[src/rtl/uart_tx_arbiter_pkg.sv]
// Shared types and constants for the UART TX arbiter: FSM state encoding,
// CTRL_REG bit positions and register offsets used by the surrounding bus logic.
package uart_tx_arbiter_pkg;

  typedef enum logic [1:0] {
    ST_IDLE      = 2'd0,
    ST_START     = 2'd1,
    ST_WAIT_BUSY = 2'd2,
    ST_WAIT_DONE = 2'd3
  } arb_state_e;

  localparam int CTRL_TX_EN_BIT   = 0;
  localparam int CTRL_RX_EN_BIT   = 3;
  localparam int REG_CTRL_OFFS    = 'h0;
  localparam int REG_TX_DATA_OFFS = 'h2;
  localparam int REG_RX_DATA_OFFS = 'h3;

endpackage

[src/rtl/uart_tx_arbiter_picker.sv]
// Combinational round-robin picker: first set bit of valid_i scanning from ptr_i
// upward with wrap; reports one-hot grant, encoded index and whether anything won.
module rr_priority_picker #(
  parameter int N     = 4,
  parameter int IDX_W = 2
) (
  input  logic [N-1:0]     valid_i,
  input  logic [IDX_W-1:0] ptr_i,
  output logic             any_o,
  output logic [N-1:0]     grant_oh_o,
  output logic [IDX_W-1:0] grant_idx_o
);

  always_comb begin
    logic             found;
    logic [IDX_W-1:0] idx;
    found       = 1'b0;
    idx         = '0;
    grant_oh_o  = '0;
    grant_idx_o = '0;
    for (int k = 0; k < N; k++) begin
      idx = IDX_W'((int'(ptr_i) + k) % N);
      if (!found && valid_i[idx]) begin
        found            = 1'b1;
        grant_oh_o[idx]  = 1'b1;
        grant_idx_o      = idx;
      end
    end
    any_o = found;
  end

endmodule

[src/rtl/uart_tx_arbiter.sv]
// Shares one UART transmitter among NUM_REQ requesters: round-robin grant with an
// optional per-requester packet lock, then start / wait-rise / wait-fall sequencing of each byte.
module uart_tx_arbiter
  import uart_tx_arbiter_pkg::*;
#(
  parameter int NUM_REQ   = 4,
  parameter int DATA_W    = 8,
  parameter int START_TMO = 4096
) (
  input  logic                         PCLK,
  input  logic                         PRESET,
  input  logic                         tx_en,
  input  logic [NUM_REQ-1:0]           req_valid,
  input  logic [NUM_REQ-1:0]           req_last,
  input  logic [NUM_REQ*DATA_W-1:0]    req_data,
  output logic [NUM_REQ-1:0]           req_ready,
  output logic                         tx_start,
  output logic [DATA_W-1:0]            tx_data,
  input  logic                         tx_busy,
  output logic [$clog2(NUM_REQ)-1:0]   grant_id,
  output logic                         arb_busy,
  output logic                         err_tmo,
  output arb_state_e                   dbg_state
);

  localparam int IDX_W = $clog2(NUM_REQ);
  localparam int TMO_W = $clog2(START_TMO);
  localparam logic [TMO_W-1:0] TMO_LAST = TMO_W'(START_TMO - 1);
  localparam logic [IDX_W-1:0] IDX_LAST = IDX_W'(NUM_REQ - 1);

  arb_state_e          state_q, state_d;
  logic [IDX_W-1:0]    ptr_q, ptr_d;
  logic [IDX_W-1:0]    gid_q, gid_d;
  logic                lock_q, lock_d;
  logic [TMO_W-1:0]    cnt_q, cnt_d;
  logic [DATA_W-1:0]   data_q, data_d;

  logic [NUM_REQ-1:0]  gid_oh, eligible, pick_oh;
  logic [IDX_W-1:0]    pick_idx;
  logic                pick_any, pick_last, grant_go, tmo_hit;
  logic [DATA_W-1:0]   pick_data;

  // While locked only the current owner may win, whatever the pointer says.
  always_comb begin
    gid_oh         = '0;
    gid_oh[gid_q]  = 1'b1;
    eligible       = lock_q ? (req_valid & gid_oh) : req_valid;
  end

  rr_priority_picker #(.N(NUM_REQ), .IDX_W(IDX_W)) u_picker (
    .valid_i     (eligible),
    .ptr_i       (ptr_q),
    .any_o       (pick_any),
    .grant_oh_o  (pick_oh),
    .grant_idx_o (pick_idx)
  );

  always_comb begin
    pick_data = '0;
    for (int i = 0; i < NUM_REQ; i++) begin
      if (pick_oh[i]) pick_data = pick_data | req_data[i*DATA_W +: DATA_W];
    end
    pick_last = |(pick_oh & req_last);
  end

  // Handshake: requester i's byte is consumed on the rising edge where
  // req_valid[i] & req_ready[i]; ready is one-hot, IDLE-only, and never during reset.
  assign grant_go = (state_q == ST_IDLE) && tx_en && pick_any && !PRESET;
  assign tmo_hit  = (state_q == ST_WAIT_BUSY) && !tx_busy && (cnt_q == TMO_LAST);

  always_ff @(posedge PCLK) begin
    if (PRESET) begin
      state_q <= ST_IDLE;
      ptr_q   <= '0;
      gid_q   <= '0;
      lock_q  <= 1'b0;
      cnt_q   <= '0;
      data_q  <= '0;
    end else begin
      state_q <= state_d;
      ptr_q   <= ptr_d;
      gid_q   <= gid_d;
      lock_q  <= lock_d;
      cnt_q   <= cnt_d;
      data_q  <= data_d;
    end
  end

  always_comb begin
    state_d = state_q;
    ptr_d   = ptr_q;
    gid_d   = gid_q;
    lock_d  = lock_q;
    cnt_d   = cnt_q;
    data_d  = data_q;
    case (state_q)
      ST_IDLE: begin
        if (!tx_en) begin
          lock_d = 1'b0;
        end else if (grant_go) begin
          data_d  = pick_data;
          gid_d   = pick_idx;
          lock_d  = !pick_last;
          state_d = ST_START;
        end
      end
      ST_START: begin
        cnt_d   = '0;
        state_d = ST_WAIT_BUSY;
      end
      ST_WAIT_BUSY: begin
        if (tx_busy) begin
          state_d = ST_WAIT_DONE;
        end else if (tmo_hit) begin
          lock_d  = 1'b0;
          state_d = ST_IDLE;
        end else begin
          cnt_d = cnt_q + TMO_W'(1);
        end
      end
      ST_WAIT_DONE: begin
        if (!tx_busy) begin
          state_d = ST_IDLE;
          if (!lock_q) ptr_d = (gid_q == IDX_LAST) ? '0 : gid_q + IDX_W'(1);
        end
      end
      default: state_d = ST_IDLE;
    endcase
  end

  always_comb begin
    req_ready = '0;
    if (grant_go) req_ready = pick_oh;
    tx_start  = (state_q == ST_START);
    arb_busy  = (state_q != ST_IDLE);
    err_tmo   = tmo_hit;
  end

  assign tx_data   = data_q;
  assign grant_id  = gid_q;
  assign dbg_state = state_q;

endmodule

[config.mk]
export PLATFORM = sky130hd
export DESIGN_NAME = uart_tx_arbiter
export DESIGN_NICKNAME = d
export VERILOG_FILES = /design/src/rtl/uart_tx_arbiter_pkg.sv /design/src/rtl/uart_tx_arbiter_picker.sv /design/src/rtl/uart_tx_arbiter.sv
export SDC_FILE = /design/constraint.sdc
export NUM_CORES = 1
export LEC_CHECK = 0
export ABC_AREA = 1
export ABC_CLOCK_PERIOD_IN_PS = 5100
export CELL_PAD_IN_SITES_DETAIL_PLACEMENT = 0
export CELL_PAD_IN_SITES_GLOBAL_PLACEMENT = 1
export CORE_AREA = 3 3 77 87
export CTS_CLUSTER_SIZE = 8
export DETAILED_ROUTE_END_ITERATION = 12
export DIE_AREA = 0 0 80 90
export PLACE_DENSITY = 0.82
export SLEW_MARGIN = 0
export SYNTH_ARGS = -nofsm -noshare
export SYNTH_HDL_FRONTEND = slang
export SYNTH_SLANG_ARGS = --single-unit
[constraint.sdc]
create_clock -name PCLK -period 5.1 [get_ports PCLK]
set_input_delay 1.275 -clock PCLK [delete_from_list [all_inputs] [get_ports PCLK]]
set_output_delay 1.275 -clock PCLK [all_outputs]
set_load 0.02 [all_outputs]
# Word level (Yosys, flattened, before mapping)

Index checks and enable logic that the tools add are counted.

Register bits: 27
Output and inout bits: 19
Word-level logic and storage cells: 124
Bits of input ports: 44

Order comparisons: 10
Equality and inequality tests: 13
Mux-type cells: 51
Bitwise gates (word level): 10
Reductions and logical operators: 29
Add/sub/neg operators: 5

Operators with widths:

| kind                                                                                 | count |
|---|---|
| 8-bit two-way mux                                                                    | 4 |
| 12-bit two-way mux                                                                   | 2 |
| 4-bit two-way mux                                                                    | 6 |
| 8-bit bitwise OR                                                                     | 3 |
| 12-bit one-hot mux with 2 select lines                                               | 1 |
| 2-bit two-way mux                                                                    | 10 |
| 1-bit two-way mux                                                                    | 17 |
| 2-bit by 3-bit less-than comparator with 1-bit output (second input constant)        | 5 |
| 1-bit logical AND                                                                    | 13 |
| 12-bit by 1-bit adder with 12-bit output (second input constant)                     | 1 |
| 12-bit == test (second input constant)                                               | 1 |
| 2-bit != test (second input constant)                                                | 6 |
| 4-bit bitwise OR                                                                     | 3 |
| 1-bit demux with 2-bit select                                                        | 5 |
| 2-bit by 1-bit greater-or-equal comparator with 1-bit output (second input constant) | 5 |
| 3-bit AND reduction                                                                  | 3 |
| 4-bit bitwise AND                                                                    | 2 |
| 1-bit binary-select mux with 2-bit select                                            | 4 |
| 2-bit one-hot mux with 4 select lines                                                | 1 |
| 4-bit AND reduction                                                                  | 2 |
| 2-bit == test (second input constant)                                                | 3 |
| 1-bit logical NOT                                                                    | 6 |
| 3-bit != test (second input constant)                                                | 2 |
| 2-bit nonzero test                                                                   | 3 |
| other kinds (7)                                                                      | 10 |

# Longest topological paths before layout

Gate-level depths: netlist (run 1).

Depth in word-level cells: 25
Depth in mapped cells: 17
Mapped depth without buffers: 17

# Hierarchy

Synthesis (run 1) repeated with hierarchy kept, for this count alone.

Cell total of the unflattened synthesis: 311
Area, all modules: 2,057.0 um^2

By module, submodules not included:

| module             | sequential area each (um^2) | cells each | instances | area each (um^2) |
|---|---|---|---|---|
| uart_tx_arbiter    | 540.5                       | 237        | 1         | 1,626.6 |
| rr_priority_picker | 0.0                         | 74         | 1         | 430.4 |

# Worst setup path before layout (run 1)

No wires, ideal clock.

Path type: input-to-output
Start point: input port req_valid[0]
End point: output port req_ready[0]
Data arrival time: 2.475 ns
Path slack: 1.350 ns
Stages on the path: 10
Path buffers: 0
Data required time: 3.825 ns
Path through: nand3_1 nand2_1 nand2_1 nand2_2 nor3_4 nor2_4 inv_2 nor2_4 inv_1 a21oi_1

Word-level cells in the longest chain between the ends: 17
Elaborated cells between the ends (all ways): 30
Those cells by class: mux (18); bitwise (4); reduce/logical (8)

RTL lines:

| element                                   | line                         | RTL |
|---|---|---|
| start, declared                           | uart_tx_arbiter.sv:13        | `input logic [NUM_REQ-1:0] req_valid,` |
| 4-bit bitwise AND                         | uart_tx_arbiter.sv:47        | `eligible = lock_q ? (req_valid & gid_oh) : req_valid;` |
| 4-bit two-way mux (*)                     | uart_tx_arbiter.sv:47        |  |
| 1-bit binary-select mux with 2-bit select | uart_tx_arbiter_picker.sv:23 | `if (!found && valid_i[idx]) begin` |
| 1-bit two-way mux (implied by the code)   | uart_tx_arbiter_picker.sv:23 |  |
| 1-bit two-way mux                         | uart_tx_arbiter_picker.sv:23 |  |
| 1-bit logical NOT                         | uart_tx_arbiter_picker.sv:23 |  |
| 1-bit logical AND                         | uart_tx_arbiter_picker.sv:23 |  |
| 1-bit two-way mux                         | uart_tx_arbiter_picker.sv:23 |  |
| 1-bit logical NOT                         | uart_tx_arbiter_picker.sv:23 |  |
| 1-bit logical AND                         | uart_tx_arbiter_picker.sv:23 |  |
| 1-bit two-way mux                         | uart_tx_arbiter_picker.sv:23 |  |
| 1-bit logical NOT                         | uart_tx_arbiter_picker.sv:23 |  |
| 1-bit logical AND                         | uart_tx_arbiter_picker.sv:23 |  |
| 1-bit two-way mux                         | uart_tx_arbiter_picker.sv:23 |  |
| 1-bit logical AND (2 in series)           | uart_tx_arbiter.sv:68        | `assign grant_go = (state_q == ST_IDLE) && tx_en && pick_any && !PRESET;` |
| 4-bit two-way mux (*)                     | uart_tx_arbiter.sv:133       | `if (grant_go) req_ready = pick_oh;` |
| end, declared                             | uart_tx_arbiter.sv:16        | `output logic [NUM_REQ-1:0] req_ready,` |

Mark *: on every way between the ends. The rest lies on a longest branch, timed or not. The select of a mux whose other input is x is not followed.

# Worst setup path in the final report (run 1)

Start point: input port req_valid[2]
End point: output port req_ready[2]

Same word-level chain as after synthesis.

==> metrics.md, run 1 <==
| Metric | Value |
|---|---|
| Final Cell Area | 2810 um2 |
| Worst reg2reg setup slack | between 2 and 3 ns |
| Internal power of the cells | 0.502 mW |
| Proportion of layout cells with a drive suffix above 1 | 12.4% |
| RD Place Congestion | 0.839 |
| Number of buffers created by CTS | 3 |
| Fin nets | 427 |
| Worst reg2reg startpoint | ptr_q[1] |
| Maximum clock skew at final layout | 0.0139 ns |
| Height of the die | about 90 um |
| Maximum clock rate | 204 MHz |
| Cts-stage hold buffer count | 0 |
| Fraction of synthesis flops using an asynchronous set or reset pin | 0% |
| Dominant cell type by area after synthesis | sky130_fd_sc_hd__dfxtp_1 |
| Number of pins exceeding their max-slew limit in the final report | 0 |
| Buffer levels on the longest clock path | 2 |
| Run status | finished clean |
| Routed Wire Length | 5450 um |
| Number of DRC violations after detailed-routing iteration 0 | 74 |
| Count of state elements after synthesis | 27 |
| Chip width | 80 um |
| Normalized max-slew margin | 66.6% |
| Part of the power in the clock network | 13.5% |
| DRC Markers | 0 |
| Final worst path period share | roughly 96% |
| Most used standard cell by instance count after synthesis | sky130_fd_sc_hd__nand2_1 |
| Distinct cell type count after synthesis | 28 |
| Worst path top cell family by delay | buffers and inverters |
| Combinational cell fraction of total power | 56.5% |
| IR Drop Worst-Case VDD | 0.000234 V |
| Slowest cell on crit path | sky130_fd_sc_hd__clkdlybuf4s50_1 |
| Worst path max stage delay | about 0.6 ns |
| Number of filler instances in the final layout | 598 |
| Cells after synthesis | around 300 |
| Top flip-flop cell by instance count after synthesis | sky130_fd_sc_hd__dfxtp_1 |
| Number of placement rows | 29 |
| Sequential cell area fraction in the yosys report | 26.4% |
| TritonCTS clock tree | yes |
| Vias | 2064 |
| Worst R2R Path Depth | 14 |
| Drt first pass iters | 4 |
| Post-synthesis area per instance | 6.69 um2 |
| Vias in the first global route | 2054 |
| Boundary pin count | 63 |
| Worst Path Max Fanout | 11 |
| Critical path buffers and inverters | 4 |
| Hold wc startpoint | cnt_q[10] |
| Largest net degree at the start of global routing | 17 |
| Worst min-delay path class | reg -> reg |
| Ranking of synthesized cells by instance count | sky130_fd_sc_hd__nand2_1 (82), sky130_fd_sc_hd__inv_1 (31), sky130_fd_sc_hd__a21oi_1 (28) |
| Aggregate global-route resource usage | ~15% |
| Dpl hpwl | between 4000 and 5000 um |
| Post-DR wirelength/cell | about 12 um |
| Sink Count | 27 |
| Sequential standard cell area | approximately 540 um2 |
| Crit Reg-Reg Endpoint | lock_q |
| Slew @ Worst Pin | approximately 0.50 ns |
| Max-capacitance violation count | 0 |
| Net switching power | 0.413 mW |
| Number of antenna violations at the first check in global routing | 0 |
| Root buf cell | sky130_fd_sc_hd__clkbuf_8 |
| Start-to-end type of the worst setup path | in -> out |
| Wire length of the first global-routing pass | 9270 um |
| Switching portion of total power | a little under half |
| Reg clk slew, reported paths | roughly 0.10 ns |
| Endpoints failing hold | 0 |
| Overall overflow remaining after global route | 0 |
| Setup TNS Final | 0 ns |
| Net Count, Synth | 362 |
| Standard cell area after detailed placement | 2750 um2 |
| Post-CTS Setup Repair Bufs | 0 |
| Synth area leaders | sky130_fd_sc_hd__dfxtp_1 (26%), sky130_fd_sc_hd__nand2_1 (15%), sky130_fd_sc_hd__ha_1 (7.3%) |
| Worst path arrival time | 3.62 ns |
| Relative contribution of sequential cells to total power | 30.0% |
| Capture endpoint of the worst hold path | cnt_q[10] |
| Post-synth EDFFs | 0 |
| Clock period minus worst slack | 4.89 ns |
| Finished Core Util | around half |
| Startpoint Class | input pin |
| Vias/cell | 4.62 |
| Placeable core region | 5810 um2 |
| Leakage power total | 1.18 nW |
| Total die area | 7200 um2 |
| # port buffers | just over 60 |
| Antenna diodes | 0 |
| Starting utilization of the core area | a little over a third |
| Ys Warns | 0 |
| Unrepaired setup endpoints after global routing | no |
| Element type at the critical path end | output pin |
| Clock latency at the later pin of the worst-skew pair | 0.28 ns |
| P&R area growth vs syn | 37.0% |
| Worst hold path cell count | 1 |
| Worst-path cell chain | clkdlybuf4s50_1 > nand3_1 > nand2_1 > nand2_1 > nand2_2 > nor3_4 > nor2_4 > inv_2 > nor2_4 > inv_1 > a21oi_1 > clkdlybuf4s50_1 |
| Total area of multi-input combinational cells | about 1400 um2 |
| Critical Path RT | between 3 and 4 ns |
| Power density over the cells | 326 nW/um2 |
| H-tree depth reported by CTS | 1 |
| Endpoints failing setup | 0 |
| Number of routed nets with antenna violations | 0 |
| Synth top area share | 26.4% |
| Summed instance area of the synthesized netlist | roughly 2000 um2 |
[repair_timing]
action	4_1_cts	5_1_grt
endpoints found under the setup margin	0	1
gates resized for setup	0	1
hold endpoints to repair	0	0
[sequential cells by signal (all words and copies together) (netlist names)]
signal / cells
cnt_q: 12
dbg_state: 2
grant_id: 2
lock_q: 1
ptr_q: 2
tx_data: 8
[worst max path at each step]
stage	from	cells after the start	to
floorplan	req_valid[0]	10	req_ready[0]
global placement	req_valid[0]	12	req_ready[3]
detailed placement	req_valid[2]	12	req_ready[2]
CTS	req_valid[2]	12	req_ready[2]
global route	req_valid[2]	12	req_ready[2]
finish	req_valid[2]	12	req_ready[2]
[per-layer routing]
metal	global-route usage, %	up-vias	routed length, um
met5	0	-	0
met2	25.3	42	2480
met3	2.60	4	269
met1	20.7	883	2640
li1	-	1135	-
met4	3.52	0	57
[kinds of logic (layout without fill, tap and decap cells)]
family	count (synthesis)	count (layout)	share of synthesized area, %
buffers and inverters	38	102	7.33
AO/OA/AOI/OAI	48	48	13.1
adder cells (fa/ha/maj)	12	12	7.33
flip-flops	27	27	26.4
AND/OR/NAND/NOR	181	181	45.8
[cell usage in the layout, fill, tap and decap left out, types with 2 or more instances in the layout]
cell type | netlist | layout
sky130_fd_sc_hd__inv_2 | 4 | 4
sky130_fd_sc_hd__nor2_4 | 6 | 6
sky130_fd_sc_hd__nor2_1 | 25 | 25
sky130_fd_sc_hd__inv_1 | 31 | 31
sky130_fd_sc_hd__nand3_2 | 11 | 11
sky130_fd_sc_hd__o21ai_0 | 12 | 12
sky130_fd_sc_hd__clkbuf_8 | 0 | 3
sky130_fd_sc_hd__dfxtp_1 | 27 | 27
sky130_fd_sc_hd__nand4_1 | 6 | 6
sky130_fd_sc_hd__nand2_1 | 82 | 82
sky130_fd_sc_hd__nand2_2 | 10 | 10
sky130_fd_sc_hd__a21oi_1 | 28 | 28
sky130_fd_sc_hd__nand3_1 | 26 | 26
sky130_fd_sc_hd__clkdlybuf4s50_1 | 0 | 61
sky130_fd_sc_hd__nor3_1 | 5 | 5
sky130_fd_sc_hd__o21bai_1 | 2 | 2
sky130_fd_sc_hd__ha_1 | 12 | 12
sky130_fd_sc_hd__nand2_4 | 6 | 6
[through the flow]
step | hold slack (ns) | setup WS, ns | instances | power [mW]
2_1_floorplan | 0.423 | 1.35 | 306 | 0.616
6_report | 0.463 | 0.205 | 447 | 0.916
4_1_cts | 0.462 | 0.181 | 447 | 0.929
3_3_place_gp | 0.436 | 0.266 | 443 | 0.805
3_5_place_dp | 0.446 | 0.182 | 443 | 0.801
5_1_grt | 0.499 | 0.0181 | 447 | 1.00
[area by class of cell]
type | instances | share of cell area, %
multi-input cells | 241 | 48.4
repair buffers | 63 | 22.5
flip-flops and latches | 27 | 19.3
inverters | 35 | 4.68
well taps | 77 | 3.43
clock buffers | 3 | 1.47
clock inverters | 1 | 0.268
[power groups by stage]
| stage | combinational, mW | clock (mW) | sequential (mW) |
|---|---|---|---|
| after floorplan | 0.306 | 0 | 0.310 |
| after global placement | 0.525 | 0 | 0.281 |
| after detailed placement | 0.521 | 0 | 0.280 |
| after CTS | 0.523 | 0.130 | 0.276 |
| after global routing | 0.582 | 0.138 | 0.281 |
| final | 0.517 | 0.124 | 0.275 |
Note: power is estimated with default switching activity, not from simulation.
==> inputs of run 2 (changes only) <==
Settings changed: CORE_AREA 3 3 77 87 to 2 2 76 86, DIE_AREA 0 0 80 90 to 0 0 78 88, RECOVER_POWER from default to 50.
==> run 2 against run 1 <==
  * Total power down 1.8%
  * Cell count rose by 0.45%
  * Maximum frequency decreased by 0.25%
  * Wire length is 1.3% lower
  * Die area decreased by 4.7%
  * First-iteration DRC count up 16%
  * Global-route usage increased by 0.073 points
  * Sequential share of layout area increased by 0.052 points
  * Worst setup slack worse by 0.012 ns
  * Clock skew is 0.011 ns lower
  * Count of clock-buffer cells in the layout is 1 higher
==> metrics.md, run 2 (synthesized netlist as in run 1, its figures left out) <==
| Metric | Value |
|---|---|
| DRC Markers | 0 |
| TritonCTS clock tree | yes |
| Final worst path period share | 96.2% |
| # port buffers | 62 |
| PostCTS Resize Cnt | 0 |
| Setup TNS Final | 0 ns |
| Worst R2R Path Depth | 12 |
| Worst-path cell chain | clkdlybuf4s50_1 > nand3_1 > nand2_1 > nand2_1 > nand2_2 > nor3_4 > nor2_4 > inv_2 > nor2_4 > inv_1 > a21oi_1 > clkdlybuf4s50_1 |
| Register with the most flip-flops | cnt_q |
| Clock latency at the later pin of the worst-skew pair | 0.27 ns |
| Worst reg2reg setup slack | 2.62 ns |
| Routed Wire Length | 5380 um |
| Total power | 0.899 mW |
| Endpoints failing setup | 0 |
| Height of the die | just under 90 um |
| Capture endpoint of the worst hold path | cnt_q[10] |
| Clock period minus worst slack | 4.91 ns |
| Proportion of layout cells with a drive suffix above 1 | a little under an eighth |
| Start-to-end type of the worst setup path | in -> out |
| Finished Core Util | 46.6% |
| Max-capacitance violation count | 0 |
| Max FFs per register | 12 |
| Hold wc startpoint | cnt_q[10] |
| Chip width | 78 um |
| Maximum clock rate | 204 MHz |
| P&R area growth vs syn | 36.6% |
| Placeable core region | between 6000 and 7000 um2 |
| Worst min-delay path class | reg -> reg |
| Run status | finished clean |
| H-tree depth reported by CTS | 1 |
| IR Drop Worst-Case VDD | 0.000293 V |
| Antenna diodes | 0 |
| Critical path buffers and inverters | 4 |
| Leakage power total | around 1.2 nW |
| Worst path max stage delay | 0.62 ns |
| Worst reg2reg startpoint | ptr_q[0] |
| Most common library cell in the layout ignoring fill and taps | sky130_fd_sc_hd__nand2_1 |
| Number of buffers created by CTS | 3 |
| Number of antenna violations at the first check in global routing | 0 |
| Number of placement rows | 30 |
| Vias in the first global route | 2001 |
| Starting utilization of the core area | 34.1% |
| Boundary pin count | 63 |
| Unrepaired setup endpoints after global routing | no |
| Worst hold path cell count | 1 |
| Buffer levels on the longest clock path | 2 |
| Root buf cell | sky130_fd_sc_hd__clkbuf_8 |
| Element type at the critical path end | output pin |
| Crit Reg-Reg Endpoint | lock_q |
| Setup slack after layout | 0.193 ns |
| Vias | 2106 |
| Critical Path RT | 3.83 ns |
| Number of filler instances in the final layout | 607 |
| Standard cell area after detailed placement | 2750 um2 |
| Startpoint Class | input pin |
| Slew @ Worst Pin | approximately 0.55 ns |
| Number of standard cells in the layout, taps in and fillers out | between 400 and 500 |
| Maximum clock skew at final layout | 0.00306 ns |
| Endpoints failing hold | 0 |
| Commonest cells after routing, fill and taps aside | sky130_fd_sc_hd__nand2_1 (83), sky130_fd_sc_hd__clkdlybuf4s50_1 (46), sky130_fd_sc_hd__inv_1 (31) |
| Vias/cell | about 4.7 |
| Fin nets | 426 |
| Largest net degree at the start of global routing | 15 |
| Reg clk slew, reported paths | 0.09 ns |
| Final hold slack | 0.454 ns |
| Drt first pass iters | 4 |
| Cts-stage hold buffer count | 0 |
| Sink Count | 27 |
| Total area of multi-input combinational cells | 1360 um2 |
| Setup slack at placement | 0.178 ns |
| Dpl hpwl | around 4400 um |
| Slowest cell on crit path | sky130_fd_sc_hd__clkdlybuf4s50_1 |
| Number of pins exceeding their max-slew limit in the final report | 0 |
| Sequential standard cell area | approximately 540 um2 |
| Worst path arrival time | 3.63 ns |
| Total die area | around 7000 um2 |
| Number of routed nets with antenna violations | 0 |
| Final Cell Area | 2800 um2 |
| Aggregate global-route resource usage | 15.5% |
| Number of cells in the design after placement | 445 |
| Worst Path Max Fanout | 11 |
| Wire length of the first global-routing pass | 8780 um |
| RD Place Congestion | 0.795 |
| Worst path top cell family by delay | buffers and inverters |
| Power density over the cells | 321 nW/um2 |
| Number of DRC violations after detailed-routing iteration 0 | 86 |
| Post-CTS Setup Repair Bufs | 0 |
| Overall overflow remaining after global route | 0 |
| Post-DR wirelength/cell | 12.0 um |
| Normalized max-slew margin | 63.2% |
## run 2: cell count changes in the layout (fill, tap and decap cells not counted)
cell                              change
sky130_fd_sc_hd__dlygate4sd3_1       +14
sky130_fd_sc_hd__clkinvlp_4           -1
sky130_fd_sc_hd__clkbuf_1             +1
sky130_fd_sc_hd__nand2_1              +1
sky130_fd_sc_hd__dlymetal6s2s_1       +1
sky130_fd_sc_hd__clkdlybuf4s50_1     -15
sky130_fd_sc_hd__buf_4                -1
sky130_fd_sc_hd__nand2_2              -1
## run 2: final cells by class
cell class | instances | area share, %
timing repair buffer | 62 | 22.4
inverter | 35 | 4.70
sequential | 27 | 19.3
multi-input combinational | 241 | 48.4
tap | 80 | 3.58
clock buffer | 4 | 1.61
## run 2: worst reg2reg max path: cells and delay by family, from the launching register on
| kind | cells | cell delay, ns |
|---|---|---|
| simple gates | 7 | 0.80 |
| fa+ha+maj | 1 | 0.40 |
| buf+inv | 2 | 0.33 |
| compound gates | 2 | 0.28 |
| flops | 1 | 0.54 |
## run 2: how the worst max path moves through the flow
stage,start,endpoint,slack (ns),depth (start not counted)
floorplan,req_valid[0],req_ready[0],1.35,10
detailed placement,req_valid[0],req_ready[3],0.18,12
global route,req_valid[0],req_ready[2],0.008,12
CTS,req_valid[0],req_ready[3],0.18,12
finish,req_valid[0],req_ready[2],0.19,12
global placement,req_valid[0],req_ready[3],0.27,12
## run 2: power breakdown
group	total (mW)	switching (mW)	internal (mW)
Sequential	0.275	0.0305	0.245
Combinational	0.504	0.314	0.190
Clock	0.119	0.0633	0.0559
Total	0.899	0.408	0.491
## run 2: per-layer routing
layer / share of wire [%] / track usage [%] / wire length (um)
met2: 47 / 27.5 / 2540
met4: 0.45 / 2.87 / 24
met1: 48 / 20.4 / 2590
met3: 4.3 / 1.86 / 232
met5: 0 / 0 / 0
==> inputs of run 3 (changes only) <==
Settings changed: RECOVER_POWER 50 to 25.
==> run 3 against run 2 <==
  * Total power rose by 0.87%
  * Critical path depth did not move
  * Combinational power grew 1%
  * First-iteration DRC count shrank 17%
  * Count of clock-buffer cells in the layout stayed put
  * Via count is the same
  * Utilization hardly changed
  * Critical endpoint unchanged
  * Largest power group unchanged
==> metrics.md, run 3 (synthesized netlist as in run 1, its figures left out) <==
| Metric | Value |
|---|---|
| Clock latency at the later pin of the worst-skew pair | about 0.27 ns |
| Total die area | 6860 um2 |
| Unrepaired setup endpoints after global routing | no |
| Chip width | just under 80 um |
| Fin nets | 426 |
| Post-CTS Setup Repair Bufs | 0 |
| Slew @ Worst Pin | 0.566 ns |
| Final hold slack | 0.455 ns |
| Clock period minus worst slack | 4.91 ns |
| IR Drop Worst-Case VDD | approximately 0.00029 V |
| Run status | finished clean |
| Worst hold path cell count | 1 |
| Dpl hpwl | 4380 um |
| Number of placement rows | 30 |
| Most common library cell in the layout ignoring fill and taps | sky130_fd_sc_hd__nand2_1 |
| Worst reg2reg setup slack | 2.62 ns |
| Power density over the cells | 324 nW/um2 |
| Starting utilization of the core area | 34.1% |
| Post-DR wirelength/cell | approximately 12 um |
| Maximum clock rate | 204 MHz |
| Sink Count | 27 |
| Critical Path RT | around 3.8 ns |
| Buffer levels on the longest clock path | 2 |
| Vias in the first global route | 2001 |
| Startpoint of the worst setup timing path | req_valid[0] |
| Antenna diodes | 0 |
| Worst Path Max Fanout | 11 |
| Commonest cells after routing, fill and taps aside | sky130_fd_sc_hd__nand2_1 (82), sky130_fd_sc_hd__clkdlybuf4s50_1 (51), sky130_fd_sc_hd__inv_1 (31) |
| Number of pins exceeding their max-slew limit in the final report | 0 |
| Max-capacitance violation count | 0 |
| Sequential standard cell area | 541 um2 |
| Largest net degree at the start of global routing | 15 |
| Vias | 2106 |
| Worst path arrival time | 3.63 ns |
| Worst path max stage delay | 0.62 ns |
| TritonCTS clock tree | yes |
| # port buffers | 62 |
| Crit Reg-Reg Endpoint | lock_q |
| Critical path depth | 12 |
| Number of filler instances in the final layout | 606 |
| Slowest cell on crit path | sky130_fd_sc_hd__clkdlybuf4s50_1 |
| Proportion of layout cells with a drive suffix above 1 | 11.9% |
| Final worst path period share | between 90% and 100% |
| Boundary pin count | 63 |
| Number of routed nets with antenna violations | 0 |
| Register with the most flip-flops | cnt_q |
| Number of buffers created by CTS | 3 |
| Drt first pass iters | 4 |
| PostCTS Resize Cnt | 0 |
| Worst path top cell family by delay | buffers and inverters |
| Normalized max-slew margin | 62.1% |
| P&R area growth vs syn | 36.7% |
| Routed Wire Length | 5380 um |
| Worst-path cell chain | clkdlybuf4s50_1 > nand3_1 > nand2_1 > nand2_1 > nand2_2 > nor3_4 > nor2_4 > inv_2 > nor2_4 > inv_1 > a21oi_1 > clkdlybuf4s50_1 |
| Worst setup endpoint | req_ready[2] |
| Endpoints failing setup | 0 |
| Endpoints failing hold | 0 |
| Placeable core region | 6010 um2 |
| Wire length of the first global-routing pass | 8780 um |
| Setup TNS Final | 0 ns |
| Aggregate global-route resource usage | 15.5% |
| Root buf cell | sky130_fd_sc_hd__clkbuf_8 |
| DRC Markers | 0 |
| Cts-stage hold buffer count | 0 |
| Max FFs per register | 12 |
| Number of DRC violations after detailed-routing iteration 0 | 71 |
| Critical path buffers and inverters | 4 |
| Vias/cell | 4.69 |
| Worst min-delay path class | reg -> reg |
| Worst R2R Path Depth | 12 |
| Maximum clock skew at final layout | 0.00378 ns |
| Height of the die | 88 um |
| Start-to-end type of the worst setup path | in -> out |
| Hold wc startpoint | cnt_q[10] |
| Total area of multi-input combinational cells | 1360 um2 |
| Element type at the critical path end | output pin |
| Leakage power total | 1.21 nW |
| RD Place Congestion | ~0.80 |
| Number of antenna violations at the first check in global routing | 0 |
| Reg clk slew, reported paths | 0.09 ns |
| Worst reg2reg startpoint | ptr_q[0] |
| H-tree depth reported by CTS | 1 |
| Overall overflow remaining after global route | 0 |
| Startpoint Class | input pin |
## run 3: worst min path at each step
stage	to	slack [ns]
3_3_place_gp	cnt_q[10]	0.43
4_1_cts	cnt_q[10]	0.46
5_1_grt	cnt_q[10]	0.48
3_5_place_dp	cnt_q[10]	0.44
6_report	cnt_q[10]	0.45
2_1_floorplan	cnt_q[10]	0.42
## run 3: where the power goes
part           total (mW)  switching (mW)  internal, mW  leakage [nW]
logic               0.511           0.315         0.196         0.972
clock network       0.120          0.0637        0.0559        0.0228
registers           0.276          0.0311         0.245         0.220
## run 3: layout make-up
| cell class | instances | area share [%] |
|---|---|---|
| multi-input combinational | 241 | 48.5 |
| timing repair buffer | 62 | 22.3 |
| sequential | 27 | 19.3 |
| inverter | 35 | 4.69 |
| tap | 80 | 3.57 |
| clock buffer | 4 | 1.61 |
## run 3: worst register-to-register path, cell delays in order (launching register included)
cell	delay, ns
sky130_fd_sc_hd__dfxtp_1	0.55
sky130_fd_sc_hd__inv_2	0.19
sky130_fd_sc_hd__ha_1	0.40
sky130_fd_sc_hd__inv_1	0.14
sky130_fd_sc_hd__nand3_1	0.09
sky130_fd_sc_hd__nand2_1	0.14
sky130_fd_sc_hd__nand2_4	0.09
sky130_fd_sc_hd__nor2_4	0.17
sky130_fd_sc_hd__nand3_2	0.12
sky130_fd_sc_hd__a21boi_0	0.23
sky130_fd_sc_hd__nor2_1	0.10
sky130_fd_sc_hd__nand2_1	0.09
sky130_fd_sc_hd__a21oi_2	0.05
## run 3: routing by layer
metal | part of all wire [%] | track usage (%) | vias to the layer above
met2 | 47 | 27.5 | 47
met3 | 4.2 | 1.86 | 2
li1 | - | - | 1127
met5 | 0 | 0 | -
met4 | 0.45 | 2.87 | 0
met1 | 48 | 20.4 | 930
## run 3: stage by stage
step / cells / power (mW) / setup WS, ns / area, um2 / utilization (%)
floorplan: 306 / 0.616 / 1.35 / 2050 / -
global placement: 445 / 0.802 / 0.266 / 2750 / 45.8
detailed placement: 445 / 0.801 / 0.178 / 2750 / 45.8
CTS: 449 / 0.924 / 0.179 / 2800 / 46.5
global route: 449 / 0.982 / 0.00775 / 2800 / 46.6
finish: 449 / 0.907 / 0.194 / 2800 / 46.6
